==> src/rtl/rx_frame_parser_pkg.sv <==
// -----------------------------------------------------------------------------
// rx_frame_parser_pkg
// Shared definitions for the received-frame parser:
//   - FSM state encoding (IDLE, LEN, PAYLOAD, CHECK, DRAIN)
//   - error codes reported on Err_Code (NONE, LEN, CHK, TMO)
//   - default parameter values (payload limit, start-of-frame byte, timeout)
//   - small helpers shared by the parser and its payload buffer
// -----------------------------------------------------------------------------
package rx_frame_parser_pkg;

    localparam int unsigned DEFAULT_MAX_LEN     = 8;
    localparam logic [7:0]  DEFAULT_HEADER      = 8'hAA;
    // 10 ms of inter-byte silence at 500 kHz
    localparam int unsigned DEFAULT_TIMEOUT_CYC = 5000;

    typedef enum logic [2:0] {
        ST_IDLE    = 3'd0,
        ST_LEN     = 3'd1,
        ST_PAYLOAD = 3'd2,
        ST_CHECK   = 3'd3,
        ST_DRAIN   = 3'd4
    } state_t;

    typedef enum logic [1:0] {
        ERR_NONE = 2'b00,
        ERR_LEN  = 2'b01,
        ERR_CHK  = 2'b10,
        ERR_TMO  = 2'b11
    } err_t;

    // A length byte is acceptable when it names 1..max_len payload bytes.
    function automatic logic len_in_range(input logic [7:0] len, input int unsigned max_len);
        return (len != 8'd0) && (32'(len) <= max_len);
    endfunction

    // Address width for a buffer of the given depth (at least one bit).
    function automatic int unsigned ptr_width(input int unsigned depth);
        return (depth > 1) ? $clog2(depth) : 1;
    endfunction

endpackage

==> src/rtl/rx_frame_buf.sv <==
// -----------------------------------------------------------------------------
// rx_frame_buf
// Payload store for one frame: DEPTH x 8 register file.
// Contents are not reset; the parser only reads locations it has written in
// the current frame.
// Ports:
//   CLK      in   clock
//   wr_en    in   write strobe (synchronous write)
//   wr_addr  in   write address
//   wr_data  in   write byte
//   rd_addr  in   read address (combinational read)
//   rd_data  out  byte at rd_addr
// -----------------------------------------------------------------------------
module rx_frame_buf #(
    parameter int unsigned DEPTH  = 8,
    parameter int unsigned ADDR_W = 3
) (
    input  logic              CLK,
    input  logic              wr_en,
    input  logic [ADDR_W-1:0] wr_addr,
    input  logic [7:0]        wr_data,
    input  logic [ADDR_W-1:0] rd_addr,
    output logic [7:0]        rd_data
);

    logic [7:0] word [DEPTH];

    // One register per entry with its own address decode.
    for (genvar gi = 0; gi < DEPTH; gi++) begin : g_entry
        logic [7:0] entry_reg;

        always_ff @(posedge CLK) begin
            if (wr_en && (wr_addr == ADDR_W'(gi))) begin
                entry_reg <= wr_data;
            end
        end

        assign word[gi] = entry_reg;
    end

    // Addresses past the last entry (non power-of-two depth) read as zero.
    assign rd_data = (32'(rd_addr) < DEPTH) ? word[rd_addr] : 8'h00;

endmodule

==> src/rtl/rx_frame_parser.sv <==
// -----------------------------------------------------------------------------
// rx_frame_parser
// Byte-level frame parser behind the UART receiver (500 kHz domain).
// Frame on the wire: HEADER, LEN, LEN payload bytes, CHK where
// CHK = (LEN + sum of payload) mod 256. The payload is buffered, and only a
// frame with a legal LEN and a matching CHK is replayed on the valid/ready
// output stream. Rejected frames raise Frame_Err with a code on Err_Code.
//
// Optional build macro:
//   RX_FRAME_TIMEOUT_EN  - abort a frame (code 11) after TIMEOUT_CYC clocks
//                          without a byte while inside LEN/PAYLOAD/CHECK.
//                          Without it the parser waits indefinitely mid-frame.
//
// Ports:
//   CLK          in   clock
//   RSTn         in   asynchronous reset, active low
//   RX_Data      in   received byte, valid on the rising edge of RX_Done_Sig
//   RX_Done_Sig  in   byte-done strobe (may stay high for several cycles)
//   Out_Data     out  payload byte
//   Out_Valid    out  Out_Data valid
//   Out_Ready    in   consumer accepts on Out_Valid & Out_Ready
//   Out_Last     out  last payload byte of the frame
//   Frame_Ok     out  one-cycle pulse, frame verified
//   Frame_Err    out  one-cycle pulse, frame rejected
//   Err_Code     out  01 length, 10 checksum, 11 timeout; 00 after Frame_Ok
//   Busy         out  parser not idle
// -----------------------------------------------------------------------------
module rx_frame_parser
    import rx_frame_parser_pkg::*;
#(
    parameter int unsigned MAX_LEN     = DEFAULT_MAX_LEN,
    parameter logic [7:0]  HEADER      = DEFAULT_HEADER,
    parameter int unsigned TIMEOUT_CYC = DEFAULT_TIMEOUT_CYC
) (
    input  logic       CLK,
    input  logic       RSTn,
    input  logic [7:0] RX_Data,
    input  logic       RX_Done_Sig,
    output logic [7:0] Out_Data,
    output logic       Out_Valid,
    input  logic       Out_Ready,
    output logic       Out_Last,
    output logic       Frame_Ok,
    output logic       Frame_Err,
    output logic [1:0] Err_Code,
    output logic       Busy
);

    localparam int unsigned PTR_W = ptr_width(MAX_LEN);

    // Parameter sanity: LEN is a byte, and the timeout needs at least 2 cycles.
    if (MAX_LEN < 1 || MAX_LEN > 255) begin : g_bad_max_len
        $error("rx_frame_parser: MAX_LEN must be in 1..255");
    end
    if (TIMEOUT_CYC < 2) begin : g_bad_timeout
        $error("rx_frame_parser: TIMEOUT_CYC must be at least 2");
    end

    state_t           state_reg;
    logic             done_q_reg;
    logic [PTR_W-1:0] wr_cnt_reg;
    logic [PTR_W-1:0] rd_cnt_reg;
    logic [PTR_W-1:0] len_last_reg;   // LEN-1, index of the final payload byte
    logic [7:0]       sum_reg;
    logic             out_valid_reg;
    logic             frame_ok_reg;
    logic             frame_err_reg;
    err_t             err_code_reg;

    logic             byte_ev;
    logic             handshake;
    logic             wr_at_last;
    logic             rd_at_last;
    logic             tmo_hit;
    logic             buf_wr_en;
    logic [7:0]       buf_rd_data;

    // A strobe held high for several cycles yields exactly one byte event.
    assign byte_ev    = RX_Done_Sig && !done_q_reg;
    assign handshake  = out_valid_reg && Out_Ready;
    assign wr_at_last = (wr_cnt_reg == len_last_reg);
    assign rd_at_last = (rd_cnt_reg == len_last_reg);
    assign buf_wr_en  = byte_ev && (state_reg == ST_PAYLOAD);

    // -------------------------------------------------------------------------
    // Inter-byte timeout
    // -------------------------------------------------------------------------
`ifdef RX_FRAME_TIMEOUT_EN
    localparam int unsigned TMO_W = $clog2(TIMEOUT_CYC + 1);

    logic [TMO_W-1:0] tmo_cnt_reg;
    logic             in_frame;

    assign in_frame = (state_reg == ST_LEN) || (state_reg == ST_PAYLOAD) ||
                      (state_reg == ST_CHECK);

    // Fires on the cycle whose edge would bring the count to TIMEOUT_CYC.
    // A byte arriving in that same cycle wins.
    assign tmo_hit = in_frame && !byte_ev && (tmo_cnt_reg == TMO_W'(TIMEOUT_CYC - 1));

    always_ff @(posedge CLK or negedge RSTn) begin
        if (!RSTn) begin
            tmo_cnt_reg <= '0;
        end else if (!in_frame || byte_ev) begin
            tmo_cnt_reg <= '0;
        end else begin
            tmo_cnt_reg <= tmo_cnt_reg + TMO_W'(1);
        end
    end
`else
    assign tmo_hit = 1'b0;
`endif

    // -------------------------------------------------------------------------
    // Payload buffer
    // -------------------------------------------------------------------------
    rx_frame_buf #(
        .DEPTH  (MAX_LEN),
        .ADDR_W (PTR_W)
    ) u_buf (
        .CLK     (CLK),
        .wr_en   (buf_wr_en),
        .wr_addr (wr_cnt_reg),
        .wr_data (RX_Data),
        .rd_addr (rd_cnt_reg),
        .rd_data (buf_rd_data)
    );

    // -------------------------------------------------------------------------
    // Frame FSM, checksum and drain pointer
    // -------------------------------------------------------------------------
    always_ff @(posedge CLK or negedge RSTn) begin
        if (!RSTn) begin
            state_reg     <= ST_IDLE;
            done_q_reg    <= 1'b0;
            wr_cnt_reg    <= '0;
            rd_cnt_reg    <= '0;
            len_last_reg  <= '0;
            sum_reg       <= 8'h00;
            out_valid_reg <= 1'b0;
            frame_ok_reg  <= 1'b0;
            frame_err_reg <= 1'b0;
            err_code_reg  <= ERR_NONE;
        end else begin
            done_q_reg    <= RX_Done_Sig;
            frame_ok_reg  <= 1'b0;
            frame_err_reg <= 1'b0;

            case (state_reg)
                ST_IDLE: begin
                    if (byte_ev && (RX_Data == HEADER)) begin
                        state_reg <= ST_LEN;
                    end
                end

                ST_LEN: begin
                    if (byte_ev) begin
                        if (len_in_range(RX_Data, MAX_LEN)) begin
                            len_last_reg <= PTR_W'(RX_Data - 8'd1);
                            sum_reg      <= RX_Data;   // LEN is part of the checksum
                            wr_cnt_reg   <= '0;
                            state_reg    <= ST_PAYLOAD;
                        end else begin
                            frame_err_reg <= 1'b1;
                            err_code_reg  <= ERR_LEN;
                            state_reg     <= ST_IDLE;
                        end
                    end else if (tmo_hit) begin
                        frame_err_reg <= 1'b1;
                        err_code_reg  <= ERR_TMO;
                        state_reg     <= ST_IDLE;
                    end
                end

                ST_PAYLOAD: begin
                    if (byte_ev) begin
                        sum_reg    <= sum_reg + RX_Data;
                        wr_cnt_reg <= wr_cnt_reg + PTR_W'(1);
                        if (wr_at_last) begin
                            state_reg <= ST_CHECK;
                        end
                    end else if (tmo_hit) begin
                        frame_err_reg <= 1'b1;
                        err_code_reg  <= ERR_TMO;
                        state_reg     <= ST_IDLE;
                    end
                end

                ST_CHECK: begin
                    if (byte_ev) begin
                        if (RX_Data == sum_reg) begin
                            frame_ok_reg  <= 1'b1;
                            err_code_reg  <= ERR_NONE;
                            rd_cnt_reg    <= '0;
                            out_valid_reg <= 1'b1;
                            state_reg     <= ST_DRAIN;
                        end else begin
                            frame_err_reg <= 1'b1;
                            err_code_reg  <= ERR_CHK;
                            state_reg     <= ST_IDLE;
                        end
                    end else if (tmo_hit) begin
                        frame_err_reg <= 1'b1;
                        err_code_reg  <= ERR_TMO;
                        state_reg     <= ST_IDLE;
                    end
                end

                // Incoming bytes are ignored here; header search restarts in IDLE.
                ST_DRAIN: begin
                    if (handshake) begin
                        if (rd_at_last) begin
                            out_valid_reg <= 1'b0;
                            rd_cnt_reg    <= '0;
                            state_reg     <= ST_IDLE;
                        end else begin
                            rd_cnt_reg <= rd_cnt_reg + PTR_W'(1);
                        end
                    end
                end

                default: begin
                    out_valid_reg <= 1'b0;
                    state_reg     <= ST_IDLE;
                end
            endcase
        end
    end

    // Data/last follow the registered read pointer, so they hold steady while
    // a byte is stalled. Gating with valid keeps the unreset buffer contents
    // off the port outside a drain.
    assign Out_Data  = out_valid_reg ? buf_rd_data : 8'h00;
    assign Out_Valid = out_valid_reg;
    assign Out_Last  = out_valid_reg && rd_at_last;
    assign Frame_Ok  = frame_ok_reg;
    assign Frame_Err = frame_err_reg;
    assign Err_Code  = err_code_reg;
    assign Busy      = (state_reg != ST_IDLE);

endmodule
==> config.mk <==
export PLATFORM = sky130hd
export DESIGN_NAME = rx_frame_parser
export DESIGN_NICKNAME = d
export VERILOG_FILES = /design/src/rtl/rx_frame_parser_pkg.sv /design/src/rtl/rx_frame_buf.sv /design/src/rtl/rx_frame_parser.sv
export SDC_FILE = /design/constraint.sdc
export NUM_CORES = 1
export LEC_CHECK = 0
export CAP_MARGIN = 10
export CORE_MARGIN = 4
export CORE_UTILIZATION = 27
export DETAILED_ROUTE_END_ITERATION = 7
export SLEW_MARGIN = 20
export SYNTH_ARGS = -nofsm -noshare
export SYNTH_HDL_FRONTEND = slang
export SYNTH_SLANG_ARGS = --single-unit
==> constraint.sdc <==
create_clock -name CLK -period 2.9 [get_ports CLK]
set_input_delay 0.87 -clock CLK [delete_from_list [all_inputs] [get_ports CLK]]
set_output_delay 0.87 -clock CLK [all_outputs]
set_load 0.005 [all_outputs]
# Word level (Yosys, flattened, before mapping)
# Index checks and enable logic that the tools add are counted.
[totals]
latchBits = 0
register_bits = 90
mem_count = 0
ramBits = 0
romBits = 0
in_bits = 12
out_inout_bits = 15
[classes]
n_div = 0
mul = 0
n_bitwise = 2
n_reduce_logical = 29
n_addsub = 4
shift = 0
n_mux = 45
n_eq_ne = 25
order_cmp = 2
[ops]
columns = ["cell", "n"]
rows = [
  ["2-to-1 mux 8 bit", 6],
  ["2-to-1 mux 3 bit", 15],
  ["binary-select mux 8 bit (select 3 bit)", 1],
  ["inequality test 2 bit, second input constant", 10],
  ["one-hot mux 8 bit (2 select lines)", 1],
  ["equality test 3 bit, second input constant", 5],
  ["one-hot mux 3 bit (5 select lines)", 1],
  ["logical AND 1 bit", 14],
  ["equality test 3 x 2 -> 1 bit, second input constant", 4],
  ["one-hot mux 3 bit (2 select lines)", 2],
  ["AND reduction 4 bit", 3],
  ["2-to-1 mux 1 bit", 11],
  ["2-to-1 mux 2 bit", 5],
  ["adder 8 bit", 1],
  ["equality test 8 bit", 1],
  ["equality test 8 bit, second input constant", 1],
  ["less-or-equal comparator 8 x 4 -> 1 bit, second input constant", 1],
  ["nonzero test 8 bit", 1],
  ["AND reduction 7 bit", 1],
  ["adder 3 x 1 -> 3 bit, second input constant", 2],
  ["equality test 3 x 1 -> 1 bit, second input constant", 2],
  ["equality test 3 bit", 2],
  ["logical NOT 3 bit", 2],
  ["nonzero test 2 bit", 3],
  ["12 further kinds", 12],
]

# Longest topological paths before layout
[depth]
word_depth = 5
depth_mapped = 8

# Hierarchy
# From an unflattened synthesis, not the netlist that was laid out.
[unflattened]
hier_cells = 291
area_unflattened_um2 = 4255.3
[by_module_without_submodules]
columns = ["module", "area_per_inst_um2", "seq_area_each_um2", "n_inst", "cells_per_inst"]
rows = [
  ["rx_frame_buf", 2531.2, 1921.8, 1, 106],
  ["rx_frame_parser", 1724.2, 650.6, 1, 185],
]

# Worst setup path after synthesis
# No wires, ideal clock.
[synth_timing]
path_kind = "register to output"
startpoint = "register rd_cnt_reg[0]"
endpoint = "output port Out_Data[6]"
stages_incl_launch_ff = 6
setup_slack_ps = 417
path_buffers = 2
t_required_ps = 2030
arrival_ps = 1613
path_cell_list = "dfrtp_1 -> buf_2 -> buf_2 -> mux4_2 -> mux2i_1 -> nor2b_1"
[synth_via]
elab_chain_len = 5
[synth_rtl]
columns = ["element", "line_no", "rtl"]
rows = [
  ["start: declaration", "rx_frame_parser.sv:62", "logic [PTR_W-1:0] rd_cnt_reg;"],
  ["start signal: assignment", "rx_frame_parser.sv:217", "rd_cnt_reg <= rd_cnt_reg + PTR_W'(1);"],
  ["NOT 3 -> 4 bit (not written as such)", "rx_frame_buf.sv:42", "assign rd_data = (32'(rd_addr) < DEPTH) ? word[rd_addr] : 8'h00;"],
  ["binary-select mux 8 bit (select 3 bit)", "rx_frame_buf.sv:42", ""],
  ["2-to-1 mux 8 bit (not written as such) (2 in series)", "rx_frame_buf.sv:42", ""],
  ["2-to-1 mux 8 bit", "rx_frame_parser.sv:233", "assign Out_Data = out_valid_reg ? buf_rd_data : 8'h00;"],
  ["end: declaration", "rx_frame_parser.sv:39", "output logic [7:0] Out_Data,"],
]
# Every way passes these cells. The select of a mux whose other input is x is not followed.

# Worst setup path after layout
[layout_timing]
startpoint = "register rd_cnt_reg[0]"
endpoint = "output port Out_Data[5]"
# The elaborated chain is that of the path after synthesis.

==> insert_results.sql <==
INSERT INTO impl_metrics (metric_group, metric, value, unit) VALUES
('critical_path', 'worstSetupEndpointType', 'output port', ''),
('final_layout', 'post_route_cells_drive_above_1_share', '0.291', ''),
('clocking', 'insertion_delay', '0.34', 'ns'),
('grt', 'grt_use_total', '0.113', ''),
('sta', 'finalCritPeriodShare', '0.959', ''),
('route', 'final_antenna_net_count', '0', ''),
('final_layout', 'layout.cells.non_filler', '556', ''),
('sta', 'worst_pin_slew', '0.421', 'ns'),
('route', 'vias_per_cell', '4.69', ''),
('grt', 'first_pass_grt_wire_length', '15300', 'µm'),
('clocking', 'cts_tree', 'done', ''),
('yosys', 'synth.ff_latch_count', '90', ''),
('yosys', 'post_synth_inst_count', '282', ''),
('floorplanning', 'fp.dieW', '133', 'µm'),
('final_layout', 'net_total_in_the_final_layout', '393', ''),
('clocking', 'max-clock-path-buffers', '2', ''),
('yosys', 'postSynth.topFlopCell', 'edfxtp_1', ''),
('critical_path', 'worstPathMaxFanout', '5', ''),
('critical_path', 'cp-start-kind', 'flip-flop', ''),
('yosys', 'async_reset_ff_frac', '0.289', ''),
('power', 'cell_internal_pwr', '2.14', 'mW'),
('route', 'm1WireLength', '4170', 'µm'),
('power', 'worst_case_vdd_ir_drop', '0.286', 'mV'),
('final_layout', 'final_standard_cell_utilization_of_the_core', '0.360', ''),
('route', 'drtPass1Iterations', '4', ''),
('yosys', 'number_of_flops_mapped_to_enable_cells_by_yosys', '64', ''),
('route', 'topRoutingLayerUsed', 'met4', ''),
('final_layout', 'design_area', '0.00547', 'mm²'),
('grt', 'grt_antenna_before_repair', '0', ''),
('power', 'p_switching', '577', 'µW'),
('sta', 'grt_setup_unrepaired', 'true', ''),
('yosys', 'synth_warnings', '0', ''),
('sta', 'final.setup_skew', '0.00743', 'ns'),
('clocking', 'clock_tree.htree_level_count', '3', ''),
('yosys', 'synth.yosys.seq_area_share', '0.614', ''),
('sta', 'final-max-slew-violation-count', '0', ''),
('power', 'power_leakage', '2.15', 'nW'),
('sta', 'timing.slew.headroom', '0.719', ''),
('final_layout', 'antennaDiodeCount', '0', ''),
('yosys', 'synthesis.area', '0.00419', 'mm²'),
('power', 'sequentialPowerShare', '0.514', ''),
('route', 'met3RoutedLength', '313', 'µm'),
('route', 'wirelength', '9270', 'µm'),
('grt', 'grt_pass1_vias', '2838', ''),
('clocking', 'cts_num_sinks', '90', ''),
('power', 'switching_power_share_of_the_total', '0.212', ''),
('critical_path', 'r2r_cells', '4', ''),
('sta', 'worst_hold_slack', '0.509', 'ns'),
('final_layout', 'largest_reg_flops', '64', ''),
('critical_path', 'critical_path_arrival', '1.91', 'ns'),
('placement', 'port_buffers', '26', ''),
('grt', 'grt_start_max_net_pins', '27', ''),
('placement', 'gp_routability_congestion', '0.763', ''),
('floorplanning', 'die_ar', '0.0176', 'mm²'),
('floorplanning', 'ios', '27', ''),
('route', 'met2_wirelength', '4670', 'µm'),
('final_layout', 'final_common_cell', 'edfxtp_1', ''),
('floorplanning', 'floorplan.die.height', '133', 'µm'),
('route', 'remaining_drc_errors', '0', ''),
('sta', 'hold_violations', '0', ''),
('outcome', 'run_status', 'completed', ''),
('placement', 'place_hpwl', '6260', 'µm'),
('sta', 'maxClockFrequency', '0.360', 'GHz'),
('power', 'pwr_density_cell', '496', 'mW/mm²'),
('route', 'drt-initial-drc-count', '133', ''),
('yosys', 'post_synth_num_cell_types', '50', ''),
('final_layout', 'layout_common_cells', 'edfxtp_1 (64), buf_4 (41), dfrtp_1 (25)', ''),
('sta', 'final-setup-viol-count', '0', ''),
('final_layout', 'seq_area', '0.00257', 'mm²'),
('route', 'detailroute.via_count', '2608', ''),
('hold_path', 'hp-class', 'reg2reg', '');
-- final timing paths --
kind	slack, ns	to
setup / recovery	0.12	Out_Data[5]
hold / removal	0.51	sum_reg[6]
setup reg to reg	0.82	sum_reg[4]
hold reg to reg	0.51	sum_reg[6]
max in group asynchronous	1.71	rd_cnt_reg[0]
min in group asynchronous	0.90	sum_reg[3]
-- per-stage QoR --
stage,setup slack [ns],power [mW],setup TNS (ns)
2_1_floorplan,0.417,1.50,0
3_3_place_gp,-0.215,1.58,-1.36
5_1_grt,-0.0104,2.83,-0.0104
6_report,0.120,2.72,0
3_5_place_dp,-0.222,1.58,-1.51
4_1_cts,-0.0930,2.75,-0.267
-- power by group through the flow --
stage | clock (mW) | sequential [mW] | combinational [mW]
finish | 1.16 | 1.40 | 0.159
floorplan | 0 | 1.42 | 0.0738
detailed placement | 0 | 1.42 | 0.158
global placement | 0 | 1.42 | 0.155
CTS | 1.19 | 1.40 | 0.159
global route | 1.25 | 1.40 | 0.178
-- critical path, cell delays in order, from the launching register on --
cell	delay, ns
dfrtp_2	0.43
buf_12	0.14
buf_8	0.11
mux4_2	0.52
mux2i_4	0.19
nor2b_1	0.07
clkbuf_2	0.11
-- cell families after synthesis --
group | share of synthesized area
and+or+nand+nor | 0.0947
AOI/OAI and AO/OA | 0.0621
adders and majority gates | 0.0555
muxes | 0.127
DFF | 0.614
xor gates and xnor gates | 0.0251
buffers and inverters | 0.0221
-- metal layers --
metal	GRT usage	vias up
met1	0.141	1313
met3	0.0308	12
met5	0	-
li1	-	1234
met4	0.0329	0
met2	0.191	49
-- synthesized netlist by cell type (2+ instances only) --
cell	count	area [µm²]
dfrtp_1	26	651
a22o_1	2	17.5
mux4_2	16	360
mux2i_1	11	110
a31oi_1	3	18.8
nor3_1	3	15.0
o21ai_0	12	60.1
and3_1	8	50.1
a21oi_1	9	45.0
a211oi_1	2	15.0
buf_6	2	22.5
inv_1	8	30.0
o21a_1	3	22.5
nand2b_1	3	18.8
or3_1	3	18.8
buf_2	2	10.0
xnor2_1	8	70.1
edfxtp_1	64	1920
ha_1	17	213
and2_1	5	31.3
nor2b_1	13	81.3
clkbuf_1	5	18.8
nand3_1	5	25.0
mux2_2	4	45.0
xor2_1	4	35.0
nor2_1	9	33.8
a21o_1	2	15.0
nand2_1	11	41.3
-- final cells by class --
cell class              instances  share of cell area
clock buffers                  11              0.0425
inverters                       8             0.00549
multi-input cells             173               0.285
clock inverters                 5              0.0112
flip-flops and latches         90               0.470
repair buffers                 81               0.143
well taps                     188              0.0430
-- timing repair --
item | in CTS | in global routing
pin swaps | 1 | 0
gates resized for setup | 24 | 16
hold buffers | 0 | 0
setup endpoints to repair | 9 | 11
buffers inserted | 15 | 1
hold endpoints to repair | 0 | 0
cloned | 1 | 0
No activity file was read; power rests on OpenSTA's default activity.
